[src/rtl/mac_tx_scheduler.sv]
// Round-robin transmit scheduler: grants one frame source at a time onto a shared
// XGMII-style datapath, inserts an inter-frame gap, and aborts frames that never terminate.
module mac_tx_scheduler #(
    parameter int          N_REQ           = 4,
    parameter int          DATA_WIDTH      = 64,
    parameter int          CTRL_WIDTH      = 8,
    parameter logic [7:0]  IDLE_CODE       = 8'h07,
    parameter logic [7:0]  TERM_CODE       = 8'hFD,
    parameter int          MIN_IFG_WORDS   = 1,
    parameter int          MAX_FRAME_WORDS = 192
) (
    input  logic                          clk,
    input  logic                          i_rst_n,
    input  logic [N_REQ-1:0]              i_req,
    input  logic [N_REQ*DATA_WIDTH-1:0]   i_data,
    input  logic [N_REQ*CTRL_WIDTH-1:0]   i_ctrl,
    output logic [N_REQ-1:0]              o_grant,
    output logic [DATA_WIDTH-1:0]         o_tx_data,
    output logic [CTRL_WIDTH-1:0]         o_tx_ctrl,
    output logic                          o_busy,
    output logic [31:0]                   o_frame_count,
    output logic                          o_abort,
    output logic [$clog2(N_REQ)-1:0]      o_abort_id
);

    localparam int IDW = $clog2(N_REQ);
    localparam int CW  = $clog2(MAX_FRAME_WORDS + 1);
    localparam logic [DATA_WIDTH-1:0] IDLE_WORD  = {CTRL_WIDTH{IDLE_CODE}};
    localparam logic [DATA_WIDTH-1:0] ABORT_WORD = {{(CTRL_WIDTH-1){IDLE_CODE}}, TERM_CODE};

    typedef enum logic [1:0] {IDLE, SEND, IFG} state_t;

    state_t                state, state_d;
    logic [IDW-1:0]        rr_ptr, rr_ptr_d;
    logic [IDW-1:0]        grant_id, grant_id_d;
    logic [CW-1:0]         word_cnt, word_cnt_d;
    logic [3:0]            ifg_cnt, ifg_cnt_d;
    logic [N_REQ-1:0]      grant_d;
    logic [DATA_WIDTH-1:0] tx_data_d;
    logic [CTRL_WIDTH-1:0] tx_ctrl_d;
    logic                  busy_d;
    logic [31:0]           frame_count_d;
    logic                  abort_d;
    logic [IDW-1:0]        abort_id_d;

    logic                  win_found;
    logic [IDW-1:0]        win_id;
    logic [IDW-1:0]        cand;
    logic [DATA_WIDTH-1:0] cur_data;
    logic [CTRL_WIDTH-1:0] cur_ctrl;
    logic                  is_term;

    assign cur_data = i_data[int'(grant_id)*DATA_WIDTH +: DATA_WIDTH];
    assign cur_ctrl = i_ctrl[int'(grant_id)*CTRL_WIDTH +: CTRL_WIDTH];

    // Scan downward in priority so the requester closest above rr_ptr is assigned last and wins.
    always_comb begin
        win_found = 1'b0;
        win_id    = '0;
        cand      = '0;
        for (int i = N_REQ - 1; i >= 0; i--) begin
            cand = IDW'((int'(rr_ptr) + i) % N_REQ);
            if (i_req[cand]) begin
                win_found = 1'b1;
                win_id    = cand;
            end
        end
    end

    always_comb begin
        is_term = 1'b0;
        for (int j = 0; j < CTRL_WIDTH; j++) begin
            if (cur_ctrl[j] && (cur_data[8*j +: 8] == TERM_CODE)) begin
                is_term = 1'b1;
            end
        end
    end

    always_comb begin
        state_d       = state;
        rr_ptr_d      = rr_ptr;
        grant_id_d    = grant_id;
        grant_d       = o_grant;
        word_cnt_d    = word_cnt;
        ifg_cnt_d     = ifg_cnt;
        tx_data_d     = IDLE_WORD;
        tx_ctrl_d     = '1;
        frame_count_d = o_frame_count;
        abort_d       = 1'b0;
        abort_id_d    = o_abort_id;
        case (state)
            IDLE: begin
                if (win_found) begin
                    state_d    = SEND;
                    grant_id_d = win_id;
                    grant_d    = N_REQ'(1) << win_id;
                    rr_ptr_d   = IDW'((int'(win_id) + 1) % N_REQ);
                    word_cnt_d = '0;
                end
            end
            SEND: begin
                word_cnt_d = word_cnt + CW'(1);
                tx_data_d  = cur_data;
                tx_ctrl_d  = cur_ctrl;
                if (is_term) begin
                    grant_d       = '0;
                    frame_count_d = o_frame_count + 32'd1;
                    state_d       = IFG;
                    ifg_cnt_d     = 4'(MIN_IFG_WORDS - 1);
                end else if (word_cnt == CW'(MAX_FRAME_WORDS - 1)) begin
                    // Close the runaway frame ourselves so the downstream decoder sees a terminate.
                    tx_data_d  = ABORT_WORD;
                    tx_ctrl_d  = '1;
                    abort_d    = 1'b1;
                    abort_id_d = grant_id;
                    grant_d    = '0;
                    state_d    = IFG;
                    ifg_cnt_d  = 4'(MIN_IFG_WORDS - 1);
                end
            end
            IFG: begin
                if (ifg_cnt == 4'd0) begin
                    state_d = IDLE;
                end else begin
                    ifg_cnt_d = ifg_cnt - 4'd1;
                end
            end
            default: state_d = IDLE;
        endcase
        busy_d = (state_d != IDLE);
    end

    always_ff @(posedge clk or negedge i_rst_n) begin
        if (!i_rst_n) begin
            state         <= IDLE;
            rr_ptr        <= '0;
            grant_id      <= '0;
            word_cnt      <= '0;
            ifg_cnt       <= '0;
            o_grant       <= '0;
            o_tx_data     <= IDLE_WORD;
            o_tx_ctrl     <= '1;
            o_busy        <= 1'b0;
            o_frame_count <= '0;
            o_abort       <= 1'b0;
            o_abort_id    <= '0;
        end else begin
            state         <= state_d;
            rr_ptr        <= rr_ptr_d;
            grant_id      <= grant_id_d;
            word_cnt      <= word_cnt_d;
            ifg_cnt       <= ifg_cnt_d;
            o_grant       <= grant_d;
            o_tx_data     <= tx_data_d;
            o_tx_ctrl     <= tx_ctrl_d;
            o_busy        <= busy_d;
            o_frame_count <= frame_count_d;
            o_abort       <= abort_d;
            o_abort_id    <= abort_id_d;
        end
    end

endmodule

[config.mk]
export PLATFORM = sky130hd
export DESIGN_NAME = mac_tx_scheduler
export DESIGN_NICKNAME = d
export VERILOG_FILES = /design/src/rtl/mac_tx_scheduler.sv
export SDC_FILE = /design/constraint.sdc
export NUM_CORES = 1
export LEC_CHECK = 0
export ABC_CLOCK_PERIOD_IN_PS = 3750
export BUFFER_PORTS_ARGS = -buffer_cell sky130_fd_sc_hd__buf_2
export CORE_AREA = 4 4 157 159
export CTS_CLUSTER_DIAMETER = 120
export DETAILED_ROUTE_END_ITERATION = 7
export DIE_AREA = 0 0 161 163
export PLACE_DENSITY = 0.62
export SLEW_MARGIN = 20
export SYNTH_ARGS = -nofsm -noshare
export SYNTH_HDL_FRONTEND = slang
export SYNTH_SLANG_ARGS = --single-unit
[constraint.sdc]
create_clock -name clk -period 3.75 [get_ports clk]
set_input_delay 1.125 -clock clk [delete_from_list [all_inputs] [get_ports clk]]
set_output_delay 1.125 -clock clk [all_outputs]
set_load 0.1 [all_outputs]
==> flow_metrics.py <==
metrics = {
    "cts": {
        "ctsHoldBuffers": 0,
        "cts_buffers": 17,
        "post_cts_resized": 0,
        "cts_post_setup_buffers_inserted": 0,
        "cts_tree": "yes",
        "htree_num_levels": 4,
        "clock_latency_ns": 0.42,
        "clockRootBuffer": "clkbuf_16",
        "cts.sink_count": 130,
        "path_clk_slew_ns": 0.07,
        "cts_max_path_buffers": 2,
    },
    "synth": {
        "synth_top_family_by_area": "multiplexers",
        "async_flop_share_pct": 100,
        "yosys-top-cells-count": "98 x dfrtp_1, 72 x mux4_2, 39 x and2_1",
        "synth_area_um2": 7230,
        "synth_fa_ha_area_share_pct": 1.38,
        "synth_flop_cell": "dfrtp_1",
        "synth_mux_area_share_pct": 23.6,
        "synth_edf_count": 0,
        "synth_cell_type_count": 48,
        "yosys.area_share.simple_pct": 15.2,
        "yosysTopAreaCell": "dfrtp_1",
        "synth_cells": 564,
        "synth_area_leaders": "dfrtp_1 34%, mux4_2 22%, dfstp_2 12%",
        "yosys_warnings": 0,
        "synth.most_common_cell": "dfrtp_1",
        "synth.avg_cell_area_um2": 12.8,
        "synth-compound-area-share_pct": 6.28,
        "synth.net_count": 866,
        "synth_xor_area_share_pct": 4.12,
        "ys_seq_elements": 130,
        "synth_top_area_share_pct": 33.9,
        "synth_seq_area_share_pct": 45.5,
    },
    "pwr": {
        "powerDensity_nw_per_um2": 992,
        "power.switching_uw": 5640,
        "ir_worst_vdd_mv": 0.807,
        "finalPower_uw": 10300,
        "pwr-share-seq_pct": 22.5,
        "p_leak_uw": 0.00503,
        "combPwrFrac_pct": 60.7,
        "sw_frac_of_total_pct": 54.8,
        "p_int_uw": 4650,
        "pwr-share-clk_pct": 16.7,
    },
    "sta": {
        "fin_tns_setup_ns": 0,
        "period_share_pct": 87.9,
        "rsz0062_at_grt": "no",
        "relSlewSlack_pct": 52.5,
        "worst_pin_slew_ns": 0.712,
        "fmax_mhz": 304,
        "fin_crit_ns": 3.29,
        "slew_viol_final": 0,
        "setup_viol": 0,
        "skew_ns": 0.00905,
        "hold_viol": 0,
    },
    "global_routing": {
        "antenna_found_initial": 4,
        "grt_overflow": 0,
        "grt_pass1_wl_um": 40400,
        "grt_usage_pct": 20.2,
        "grt_pass1_vias": 7006,
        "grt_max_degree": 61,
    },
    "worst_setup_path": {
        "path_buf_inv": 4,
        "r2r_end": "o_frame_count[29]",
        "r2r_slack_ns": 0.46,
        "cpPeakStageDelay_ns": 0.75,
        "timing.rr.start": "grant_id[1]",
        "start_kind": "flip-flop",
        "crit_chain": "buf_4, mux4_2, nor4_1, buf_4, nor4_4, buf_12, a2111oi_0, buf_4, xor2_1",
        "worst-r2r-cell-count": 9,
        "end_kind": "flip-flop",
        "cp.arrival_ns": 3.65,
        "crit_family": "buffers and inverters",
        "critPathKind": "reg -> reg",
        "required_ns": 4.10,
        "crit_path_top_delay_cell": "dfrtp_4",
        "timing.critical_path.mode_cell": "buf_4",
        "critPathMaxFanout": 36,
    },
    "die": {
        "fp-row-count": 56,
        "dieArea_um2": 26200,
        "initial_utilization_pct": 31.1,
        "io_pins": 406,
        "fp.dieW_um": 161,
        "die_h_um": 163,
        "core_um2": 23300,
    },
    "final_layout": {
        "regArea_um2": 3300,
        "syn_to_final_growth_pct": 43.3,
        "final_nets": 1277,
        "multi_input_area_um2": 3680,
        "drive_above_1_share_pct": 58.4,
        "fill_cells": 2231,
        "final_cells": 1308,
    },
    "placement": {
        "dp_hpwl_um": 21700,
        "placed_cells": 1274,
        "port_buffers": 405,
        "place_congestion": 0.881,
    },
    "flow_run": {
        "drv_cap": 0,
    },
    "outcome": {
        "status": "finished, final reports clean",
    },
    "drt": {
        "drc": 0,
        "drtIter0Drc": 266,
        "wl_per_cell_um": 20.9,
        "dr.pass1.iters": 4,
        "routed_wl_um": 27300,
        "via_count": 6545,
        "antenna_left": 0,
        "vias_per_cell": 5.00,
    },
    "worst_hold_path": {
        "min_path_cells": 1,
        "min_to": "o_frame_count[31]",
        "min_path_type": "reg -> reg",
        "worstHoldStart": "o_frame_count[31]",
    },
}
## placed cells by master, fill, tap and decap left out, drive strengths merged, types with 2 or more instances in the layout
master and n:
buf 429, dfrtp 98, mux4 72, and2 39, nand2b 33, dfstp 32
nand2 30, xor2 30, nand3 28, inv 25, nor2 20, clkbuf 18
a2111oi 17, nand4 15, a21oi 13, a211oi 12, o21ai 10, ha 8
nor4 7, and3 4, mux2i 4, xnor2 4, mux2 4, clkinv 4
o22ai 3, nor4b 3, a21o 3, clkinvlp 3, bufinv 3, nor3 2
a31oi 2
## metal layers
layer,global-route usage (%),vias to the layer above,part of all wire [%]
li1,-,2932,-
met1,24.2,3275,40
met2,35.1,306,50
met3,7.26,26,9.4
met4,4.61,6,1.1
met5,0,-,0.15
## flip-flops by register name (all words and copies together) (netlist names), 4 cells and up
name           cells
o_grant            4
word_cnt           8
ifg_cnt            4
o_tx_data         64
o_frame_count     32
o_tx_ctrl          8
## worst reg2reg max path: cells and delay by family (launching register included)
family / cells / cell delay, ns
and+or+nand+nor: 2 / 0.51
xor gates and xnor gates: 1 / 0.13
AOI/OAI and AO/OA: 1 / 0.49
DFF: 1 / 0.75
muxes: 1 / 0.38
buffers and inverters: 4 / 0.96
## power groups by stage
stage          Combinational (µW)  Clock (µW)  Sequential, µW
2_1_floorplan                1910           0            5390
3_3_place_gp                 6210           0            2350
3_5_place_dp                 6240           0            2370
4_1_cts                      6250        1770            2360
5_1_grt                      6540        1830            2380
6_report                     6250        1720            2320
## stage by stage
step	hold slack [ns]	worst slack, ns	utilization (%)	instance area (µm²)
6_report	0.472	0.455	44.6	10400
2_1_floorplan	0.463	0.708	-	7230
3_5_place_dp	0.458	0.182	41.9	9740
5_1_grt	0.499	0.157	44.6	10400
4_1_cts	0.474	0.195	44.5	10300
3_3_place_gp	0.461	0.137	41.9	9740
## area by class of cell
type	count	area share, %
inverter	21	0.760
antenna	1	0.0241
multi-input combinational	376	35.5
sequential	130	31.8
clock inverter	14	1.73
clock buffer	18	4.14
tap	319	3.85
timing repair buffer	429	22.2
## worst max path at each step
stage,from,end,slack (ns),cells after the start
finish,grant_id[1],o_frame_count[29],0.46,9
global route,grant_id[0],o_frame_count[29],0.16,9
CTS,grant_id[1],o_frame_count[29],0.20,9
detailed placement,i_data[225],o_frame_count[30],0.18,8
global placement,i_data[225],o_frame_count[29],0.14,9
floorplan,i_data[225],ifg_cnt[2],0.71,6
## kinds of logic after synthesis
logic type / after synthesis
fa+ha+maj: 8
buf+inv: 58
simple gates: 189
compound gates: 65
xor+xnor: 34
mux: 80
flops: 130
Note: power is estimated with default switching activity, not from simulation.
